## config.mk

```make
export PLATFORM = sky130hd
export DESIGN_NAME = ball_motion_ctrl
export DESIGN_NICKNAME = d
export VERILOG_FILES = /design/src/rtl/ball_motion_ctrl.sv
export SDC_FILE = /design/constraint.sdc
export NUM_CORES = 1
export LEC_CHECK = 0
export ABC_AREA = 1
export CAP_MARGIN = 15
export CELL_PAD_IN_SITES_DETAIL_PLACEMENT = 0
export CELL_PAD_IN_SITES_GLOBAL_PLACEMENT = 2
export CORE_AREA = 2 2 105 107
export CTS_CLUSTER_SIZE = 20
export DETAILED_ROUTE_END_ITERATION = 6
export DIE_AREA = 0 0 107 109
export PLACE_DENSITY_LB_ADDON = 0.3
export SLEW_MARGIN = 30
export SYNTH_ARGS = -nofsm -noshare
export SYNTH_HDL_FRONTEND = slang
export SYNTH_SLANG_ARGS = --single-unit
```

## constraint.sdc

```tcl
create_clock -name clk -period 4.3 [get_ports clk]
set_input_delay 0.645 -clock clk [delete_from_list [all_inputs] [get_ports clk]]
set_output_delay 0.645 -clock clk [all_outputs]
set_load 0.005 [all_outputs]
```

## src/rtl/ball_motion_ctrl.sv

```systemverilog
// Ball position controller: moves one ball through a bounded 2-D field, one step per tick,
// with a serve handshake and a selectable horizontal edge mode (bounce / wrap / goal).
module ball_motion_ctrl #(
    parameter int H_MAX      = 20,
    parameter int V_MAX      = 20,
    parameter int POS_W      = 9,
    parameter int SPD_W      = 4,
    parameter int START_H    = 10,
    parameter int START_V    = 10,
    parameter int H_MODE     = 0,
    parameter int HOLD_TICKS = 2
) (
    input  logic             clk,
    input  logic             reset,
    input  logic             tick,
    input  logic             serve_valid,
    output logic             serve_ready,
    input  logic [SPD_W-1:0] serve_hspeed,
    input  logic [SPD_W-1:0] serve_vspeed,
    input  logic             serve_hdir,
    input  logic             serve_vdir,
    output logic [POS_W-1:0] ball_hpos,
    output logic [POS_W-1:0] ball_vpos,
    output logic             ball_hdir,
    output logic             ball_vdir,
    output logic             active,
    output logic             h_bounce,
    output logic             v_bounce,
    output logic             goal_left,
    output logic             goal_right
);

    typedef enum logic [1:0] {IDLE, MOVING, HOLD} state_t;

    // Two guard bits: one for sign, one so 2*MAX never overflows.
    localparam int EW = POS_W + 2;
    typedef logic signed [EW-1:0] ext_t;

    typedef struct packed {
        logic [POS_W-1:0] pos;
        logic             dir;
        logic             pulse;
    } axis_t;

    localparam ext_t H_LIM = ext_t'(H_MAX);
    localparam ext_t V_LIM = ext_t'(V_MAX);
    localparam logic [POS_W-1:0] START_H_P = POS_W'(START_H);
    localparam logic [POS_W-1:0] START_V_P = POS_W'(START_V);
    localparam logic [POS_W-1:0] H_MAX_P   = POS_W'(H_MAX);
    localparam int CNT_W = (HOLD_TICKS > 1) ? $clog2(HOLD_TICKS) : 1;
    localparam logic [CNT_W-1:0] CNT_LAST = CNT_W'(HOLD_TICKS - 1);

    state_t           state_q, state_d;
    logic [POS_W-1:0] hpos_q, hpos_d, vpos_q, vpos_d;
    logic             hdir_q, hdir_d, vdir_q, vdir_d;
    logic [SPD_W-1:0] hspd_q, hspd_d, vspd_q, vspd_d;
    logic [CNT_W-1:0] hold_cnt_q, hold_cnt_d;
    logic             h_bounce_d, v_bounce_d, goal_left_d, goal_right_d;

    axis_t v_step, h_step;
    ext_t  h_n;

    function automatic ext_t next_pos(input logic [POS_W-1:0] pos,
                                      input logic [SPD_W-1:0] spd,
                                      input logic             dir);
        ext_t p, s;
        p = ext_t'({2'b00, pos});
        s = ext_t'({{(EW-SPD_W){1'b0}}, spd});
        return dir ? (p - s) : (p + s);
    endfunction

    function automatic axis_t bounce_step(input logic [POS_W-1:0] pos,
                                          input logic [SPD_W-1:0] spd,
                                          input logic             dir,
                                          input ext_t             lim);
        axis_t r;
        ext_t  n;
        r.pos   = pos;
        r.dir   = dir;
        r.pulse = 1'b0;
        n = next_pos(pos, spd, dir);
        if (spd != '0) begin
            if (n > lim) begin
                r.pos   = POS_W'(lim + lim - n);
                r.dir   = ~dir;
                r.pulse = 1'b1;
            end else if (n[EW-1]) begin
                r.pos   = POS_W'(-n);
                r.dir   = ~dir;
                r.pulse = 1'b1;
            end else if ((n == lim && !dir) || (n == '0 && dir)) begin
                // Landing exactly on the edge while heading into it still reflects.
                r.pos   = POS_W'(n);
                r.dir   = ~dir;
                r.pulse = 1'b1;
            end else begin
                r.pos = POS_W'(n);
            end
        end
        return r;
    endfunction

    assign v_step = bounce_step(vpos_q, vspd_q, vdir_q, V_LIM);
    assign h_step = bounce_step(hpos_q, hspd_q, hdir_q, H_LIM);
    assign h_n    = next_pos(hpos_q, hspd_q, hdir_q);

    always_comb begin
        // NOTE: every signal gets a default before the case so no path leaves it unassigned (no latches).
        state_d      = state_q;
        hpos_d       = hpos_q;
        vpos_d       = vpos_q;
        hdir_d       = hdir_q;
        vdir_d       = vdir_q;
        hspd_d       = hspd_q;
        vspd_d       = vspd_q;
        hold_cnt_d   = hold_cnt_q;
        h_bounce_d   = 1'b0;
        v_bounce_d   = 1'b0;
        goal_left_d  = 1'b0;
        goal_right_d = 1'b0;

        case (state_q)
            IDLE: begin
                if (serve_valid) begin
                    hspd_d  = serve_hspeed;
                    vspd_d  = serve_vspeed;
                    hdir_d  = serve_hdir;
                    vdir_d  = serve_vdir;
                    state_d = MOVING;
                end
            end
            MOVING: begin
                if (tick) begin
                    vpos_d     = v_step.pos;
                    vdir_d     = v_step.dir;
                    v_bounce_d = v_step.pulse;
                    if (H_MODE == 0) begin
                        hpos_d     = h_step.pos;
                        hdir_d     = h_step.dir;
                        h_bounce_d = h_step.pulse;
                    end else if (H_MODE == 1) begin
                        if (h_n > H_LIM)      hpos_d = POS_W'(h_n - H_LIM - ext_t'(1));
                        else if (h_n[EW-1])   hpos_d = POS_W'(h_n + H_LIM + ext_t'(1));
                        else                  hpos_d = POS_W'(h_n);
                    end else begin
                        if (h_n[EW-1]) begin
                            hpos_d      = '0;
                            goal_left_d = 1'b1;
                            hold_cnt_d  = '0;
                            state_d     = HOLD;
                        end else if (h_n > H_LIM) begin
                            hpos_d       = H_MAX_P;
                            goal_right_d = 1'b1;
                            hold_cnt_d   = '0;
                            state_d      = HOLD;
                        end else begin
                            hpos_d = POS_W'(h_n);
                        end
                    end
                end
            end
            HOLD: begin
                if (tick) begin
                    if (hold_cnt_q == CNT_LAST) begin
                        hpos_d  = START_H_P;
                        vpos_d  = START_V_P;
                        state_d = IDLE;
                    end else begin
                        hold_cnt_d = hold_cnt_q + 1'b1;
                    end
                end
            end
            default: state_d = IDLE;
        endcase
    end

    // NOTE: state registers use non-blocking assignments so all flops update together at the edge.
    always_ff @(posedge clk or negedge reset) begin
        if (!reset) begin
            state_q    <= IDLE;
            hpos_q     <= START_H_P;
            vpos_q     <= START_V_P;
            hdir_q     <= 1'b0;
            vdir_q     <= 1'b0;
            hspd_q     <= '0;
            vspd_q     <= '0;
            hold_cnt_q <= '0;
            h_bounce   <= 1'b0;
            v_bounce   <= 1'b0;
            goal_left  <= 1'b0;
            goal_right <= 1'b0;
        end else begin
            state_q    <= state_d;
            hpos_q     <= hpos_d;
            vpos_q     <= vpos_d;
            hdir_q     <= hdir_d;
            vdir_q     <= vdir_d;
            hspd_q     <= hspd_d;
            vspd_q     <= vspd_d;
            hold_cnt_q <= hold_cnt_d;
            h_bounce   <= h_bounce_d;
            v_bounce   <= v_bounce_d;
            goal_left  <= goal_left_d;
            goal_right <= goal_right_d;
        end
    end

    assign ball_hpos   = hpos_q;
    assign ball_vpos   = vpos_q;
    assign ball_hdir   = hdir_q;
    assign ball_vdir   = vdir_q;
    assign serve_ready = (state_q == IDLE);
    assign active      = (state_q == MOVING);

endmodule

```

Word-level counts from Yosys, hierarchy flattened
Cells that the tools add are included.
{"block": "word_totals", "ff_bits": 33, "input_bits": 14, "output_inout_bits": 26, "wordCells": 89}
{"block": "classes", "n_addsub": 9, "magnitude_cmp": 2, "n_eq_ne": 12, "n_mux": 31, "bitwise": 3, "reduce_logical": 22}
{"operator": "$mux W11", "count": 8}
{"operator": "$mux W9", "count": 4}
{"operator": "$pmux W9 S2", "count": 2}
{"operator": "$eq A11 B6 Y1 const B", "count": 2}
{"operator": "$gt A11 B6 Y1 const B", "count": 2}
{"operator": "$logic_not A11 Y1", "count": 2}
{"operator": "$add A9 B4 Y10", "count": 2}
{"operator": "$reduce_and A5 Y1", "count": 4}
{"operator": "$sub A9 B4 Y10", "count": 2}
{"operator": "$neg A9 Y9", "count": 2}
{"operator": "$sub A7 B9 Y9 const A", "count": 2}
{"operator": "$mux W2", "count": 5}
{"operator": "$mux W1", "count": 9}
{"operator": "$ne A2 B2 Y1 const B", "count": 4}
{"operator": "$ne A4 B1 Y1 const B", "count": 2}
{"operator": "$reduce_bool A4 Y1", "count": 2}
{"operator": "$pmux W2 S3", "count": 1}
{"operator": "$logic_and A1 B1 Y1", "count": 4}
{"operator": "$ne A2 B1 Y1 const B", "count": 2}
{"operator": "$pmux W1 S2", "count": 2}
{"operator": "$reduce_and A2 Y1", "count": 2}
{"operator": "$reduce_and A4 Y1", "count": 1}
{"operator": "$reduce_bool A2 Y1", "count": 2}
{"operator": "$not A1 Y1", "count": 3}
{"operator": "6 further kinds", "count": 8}

Depth between registers and ports, before layout
{"block": "depth", "word_depth": 11, "depth_mapped": 22, "depth_no_buf": 22}

Worst setup path after synthesis
No wires, ideal clock.
{"block": "synth_timing", "kind": "reg2reg", "start": "register hpos_q[0], in the netlist ball_hpos[0]", "end": "register hdir_q, in the netlist ball_hdir", "setup_time_ps": 118, "arrival_time_ps": 2343, "required_ps": 4182, "setup_slack_ps": 1839, "stages_incl_launch_ff": 16, "cell_sequence": "dfrtp_1 > ha_1 > fa_1 > o21ai_0 > xor2_1 > nand2_1 > inv_1 > nand3_1 > nor2_1 > nand3_1 > nand2_1 > inv_1 > nand2_1 > nand2_1 > nand3_1 > nand2_1"}
{"block": "synth_via", "elab_chain_len": 7}
{"item": "from (decl)", "line_no": "54", "rtl": "logic [POS_W-1:0] hpos_q, hpos_d, vpos_q, vpos_d;"}
{"item": "from (signal assigned)", "line_no": "194", "rtl": "hpos_q <= hpos_d;"}
{"item": "$add A9 B4 Y10 / $sub A9 B4 Y10 (equally long branches)"}
{"item": "$mux W11 (*)"}
{"item": "$gt A11 B6 Y1, or another cell as far along"}
{"item": "$mux W11 / $logic_and A1 B1 Y1 (equally long branches)", "line_no": "83, 91"}
{"item": "$mux W11 / $logic_or A1 B1 Y1 (equally long branches)", "line_no": "82, 91"}
{"item": "$mux W1 / $ne A4 B1 Y1 (equally long branches)"}
{"item": "$pmux W1 S2 / $reduce_and A5 Y1 (equally long branches)"}
{"item": "to (signal assigned)", "line_no": "196", "rtl": "hdir_q <= hdir_d;"}
{"item": "to (decl)", "line_no": "55", "rtl": "logic hdir_q, hdir_d, vdir_q, vdir_d;"}
Every way passes the cells marked *; elsewhere a longest branch is shown, timed or not. The select of a mux whose other input is x is not followed.
A chain may end at the register's enable or synchronous reset.

Final worst setup path
Ends and elaborated chain as after synthesis.

==> metrics <==
initial antenna violation count=0; Final period util=73.20%; Hold Vio Cnt, Final=0; total of max-cap violations=0; global-route wire length before repair=16850 um; largest net degree at the start of global routing=32; Antenna Violating Nets Remaining=0; worst relative slew slack=55.69%; worst path required time=4.49 ns; synth warn=0; Cell variety after synth=37; Setup TNS=0 ns; Power Density=824.8 nW/um2; Skew-Pair Late Insertion Delay=0.29 ns; CTS Sinks=31; Avg Cell Area, Syn=6.240 um2; Root Driver=clkbuf_8; final wirelength=10300 um; die footprint=11660 um2; Leak=2.037 nW; RD Place Congestion=0.8290; via count of the first global-routing pass=3254; grt ovf=0; worst hold slack=0.5290 ns; DP HPWL=8075 um; Ant. Diodes=0; synth-to-layout area growth=18.61%; Iter 0 DRT Violations=217; CTS tree=built; NumNets Final=620; DRC Markers=0; crit path cell chain=ha_1 > fa_1 > o21ai_0 > xor2_1 > nand2_1 > inv_1 > nand3_1 > nor2_1 > nand3_1 > nand2_1 > inv_1 > nand2_1 > nand2_1 > nand3_1 > nand2_1; max frequency=0.3177 GHz; crit path capture type=flip-flop; CTS buffer count=5; Synth Register Bits=31; status=finished clean; Clock H-tree levels=2; most frequent cells in the layout=nand2_1 (195), nand3_1 (57), inv_1 (55); gr usage total=18.36%; Top cell by count, worst path=nand2_1; hold path depth=2; commonest non-fill, non-tap cell in the layout=nand2_1; clk slew on worst S/H paths=0.08 ns; layout cells sized above 1=9.777%; register area share after synthesis=23.00%; Wirelength per Cell=14.25 um; crit path time final=3.147 ns; Crit Path Category=reg -> reg; R2R Setup Slk=1.15 ns; worst vdd ir=0.0003245 V; Core Region=10600 um2; setup violators final=0; via count=3480; setup bufs post-CTS=0; Mapped Area=3395 um2; DR pass1 iterations=5; final instance area=4026 um2; Mapped Cells=544; slowest cell on the critical path=xor2_1; Rows=38; slowest stage delay, CP=0.51 ns; crit path launch type=flip-flop; utilization after layout=37.97%; actual slew at the worst max-slew pin=0.6585 ns; DR vias/cell=4.813; crit path DAT=3.33 ns; Initial Utilization=32.02%; max-slew violation count=0; critical path fanouts, max=5; r2r worst-path depth=15; overall power=3.321 mW; number of I/O port buffers=37; post_cts resized=0; Worst Clk Skew=0.009895 ns; Max clock buf depth=2; I/O pin count=40; RSZ-0062 raised after global routing=no; Hold Crit Class=reg -> reg; Die W=107 um; Hold Buf Count CTS=0; Die Y=109 um; Area after DPL=3909 um2; Fillers=1153
==> worst max-delay path: cells and delay by family, from the launching register on <==
| family | cells | cell delay (ns) |
|---|---|---|
| AND/OR/NAND/NOR | 9 | 1.01 |
| buffers and inverters | 2 | 0.16 |
| flip-flops | 1 | 0.44 |
| adder cells (fa/ha/maj) | 2 | 0.71 |
| AO/OA/AOI/OAI | 1 | 0.22 |
| XOR/XNOR | 1 | 0.51 |
==> where the power goes <==
group	total (mW)	switching, mW	internal (mW)
logic	2.42	1.51	0.911
clock network	0.320	0.132	0.188
registers	0.578	0.175	0.403
==> sequential cells by signal, summed over array words and instances (netlist names) <==
signal	flops
state_q	1
v_bounce	1
ball_hdir	1
ball_hpos	9
ball_vpos	9
vspd_q	4
h_bounce	1
ball_vdir	1
hspd_q	4
==> layer usage <==
layer / track usage, % / part of all wire [%] / vias to the layer above
li1: - / - / 1804
met3: 2.510 / 3.9 / 10
met4: 3.989 / 1.0 / 0
met2: 26.48 / 40 / 70
met1: 28.73 / 55 / 1596
met5: 0 / 0 / -
==> kinds of logic after synthesis <==
family	Yosys count	synth area share (%)
compound gates	56	9.657
xor+xnor	17	4.828
fa+ha+maj	24	9.731
buf+inv	77	9.215
flops	31	23.00
mux	2	0.6634
other cells	1	0.1105
simple gates	336	42.79
==> synth_stat cells (all sizes together) <==
master	number	area, um2
nor2	55	239.0
clkinv	1	3.750
buf	8	53.80
a21oi	30	165.2
nor3	7	40.04
nand4	9	56.30
clkbuf	3	11.26
nand2	202	775.7
xor2	13	128.9
nand2b	1	6.260
o2111ai	1	26.28
nand3	60	322.8
fa	4	80.08
xnor2	4	35.03
inv	65	244.0
o211ai	1	7.510
nor4	2	12.51
dfstp	4	105.1
mux2	2	22.52
conb	1	3.750
o21ai	23	122.6
o22ai	1	6.260
dfrtp	27	675.7
ha	20	250.2
==> path summary, 6_finish.rpt <==
path | from | to
min in group asynchronous | reset | ball_hpos[8]
setup / recovery | ball_hpos[0] | ball_hdir
max in group asynchronous | reset | ball_hpos[1]
hold reg to reg | ball_vpos[3] | ball_vpos[3]
hold / removal | ball_vpos[3] | ball_vpos[3]
setup reg to reg | ball_hpos[0] | ball_hdir
==> metrics by stage <==
| stage | setup slack [ns] | instances |
|---|---|---|
| 2_1_floorplan | 1.839 | 545 |
| 3_3_place_gp | 1.142 | 715 |
| 3_5_place_dp | 1.200 | 715 |
| 4_1_cts | 1.179 | 723 |
| 5_1_grt | 0.8608 | 723 |
| 6_report | 1.153 | 723 |
==> cell type report <==
| cell class | count | area, um2 | area share, % |
|---|---|---|---|
| Inverter | 66 | 247.7 | 6.153 |
| Sequential cell | 31 | 780.7 | 19.39 |
| Multi-Input combinational cell | 437 | 2305 | 57.24 |
| Tap cell | 140 | 175.2 | 4.351 |
| Clock inverter | 2 | 35.03 | 0.8701 |
| Clock buffer | 6 | 82.58 | 2.051 |
| Timing Repair Buffer | 41 | 400.4 | 9.944 |
Note: power is estimated with default switching activity, not from simulation.
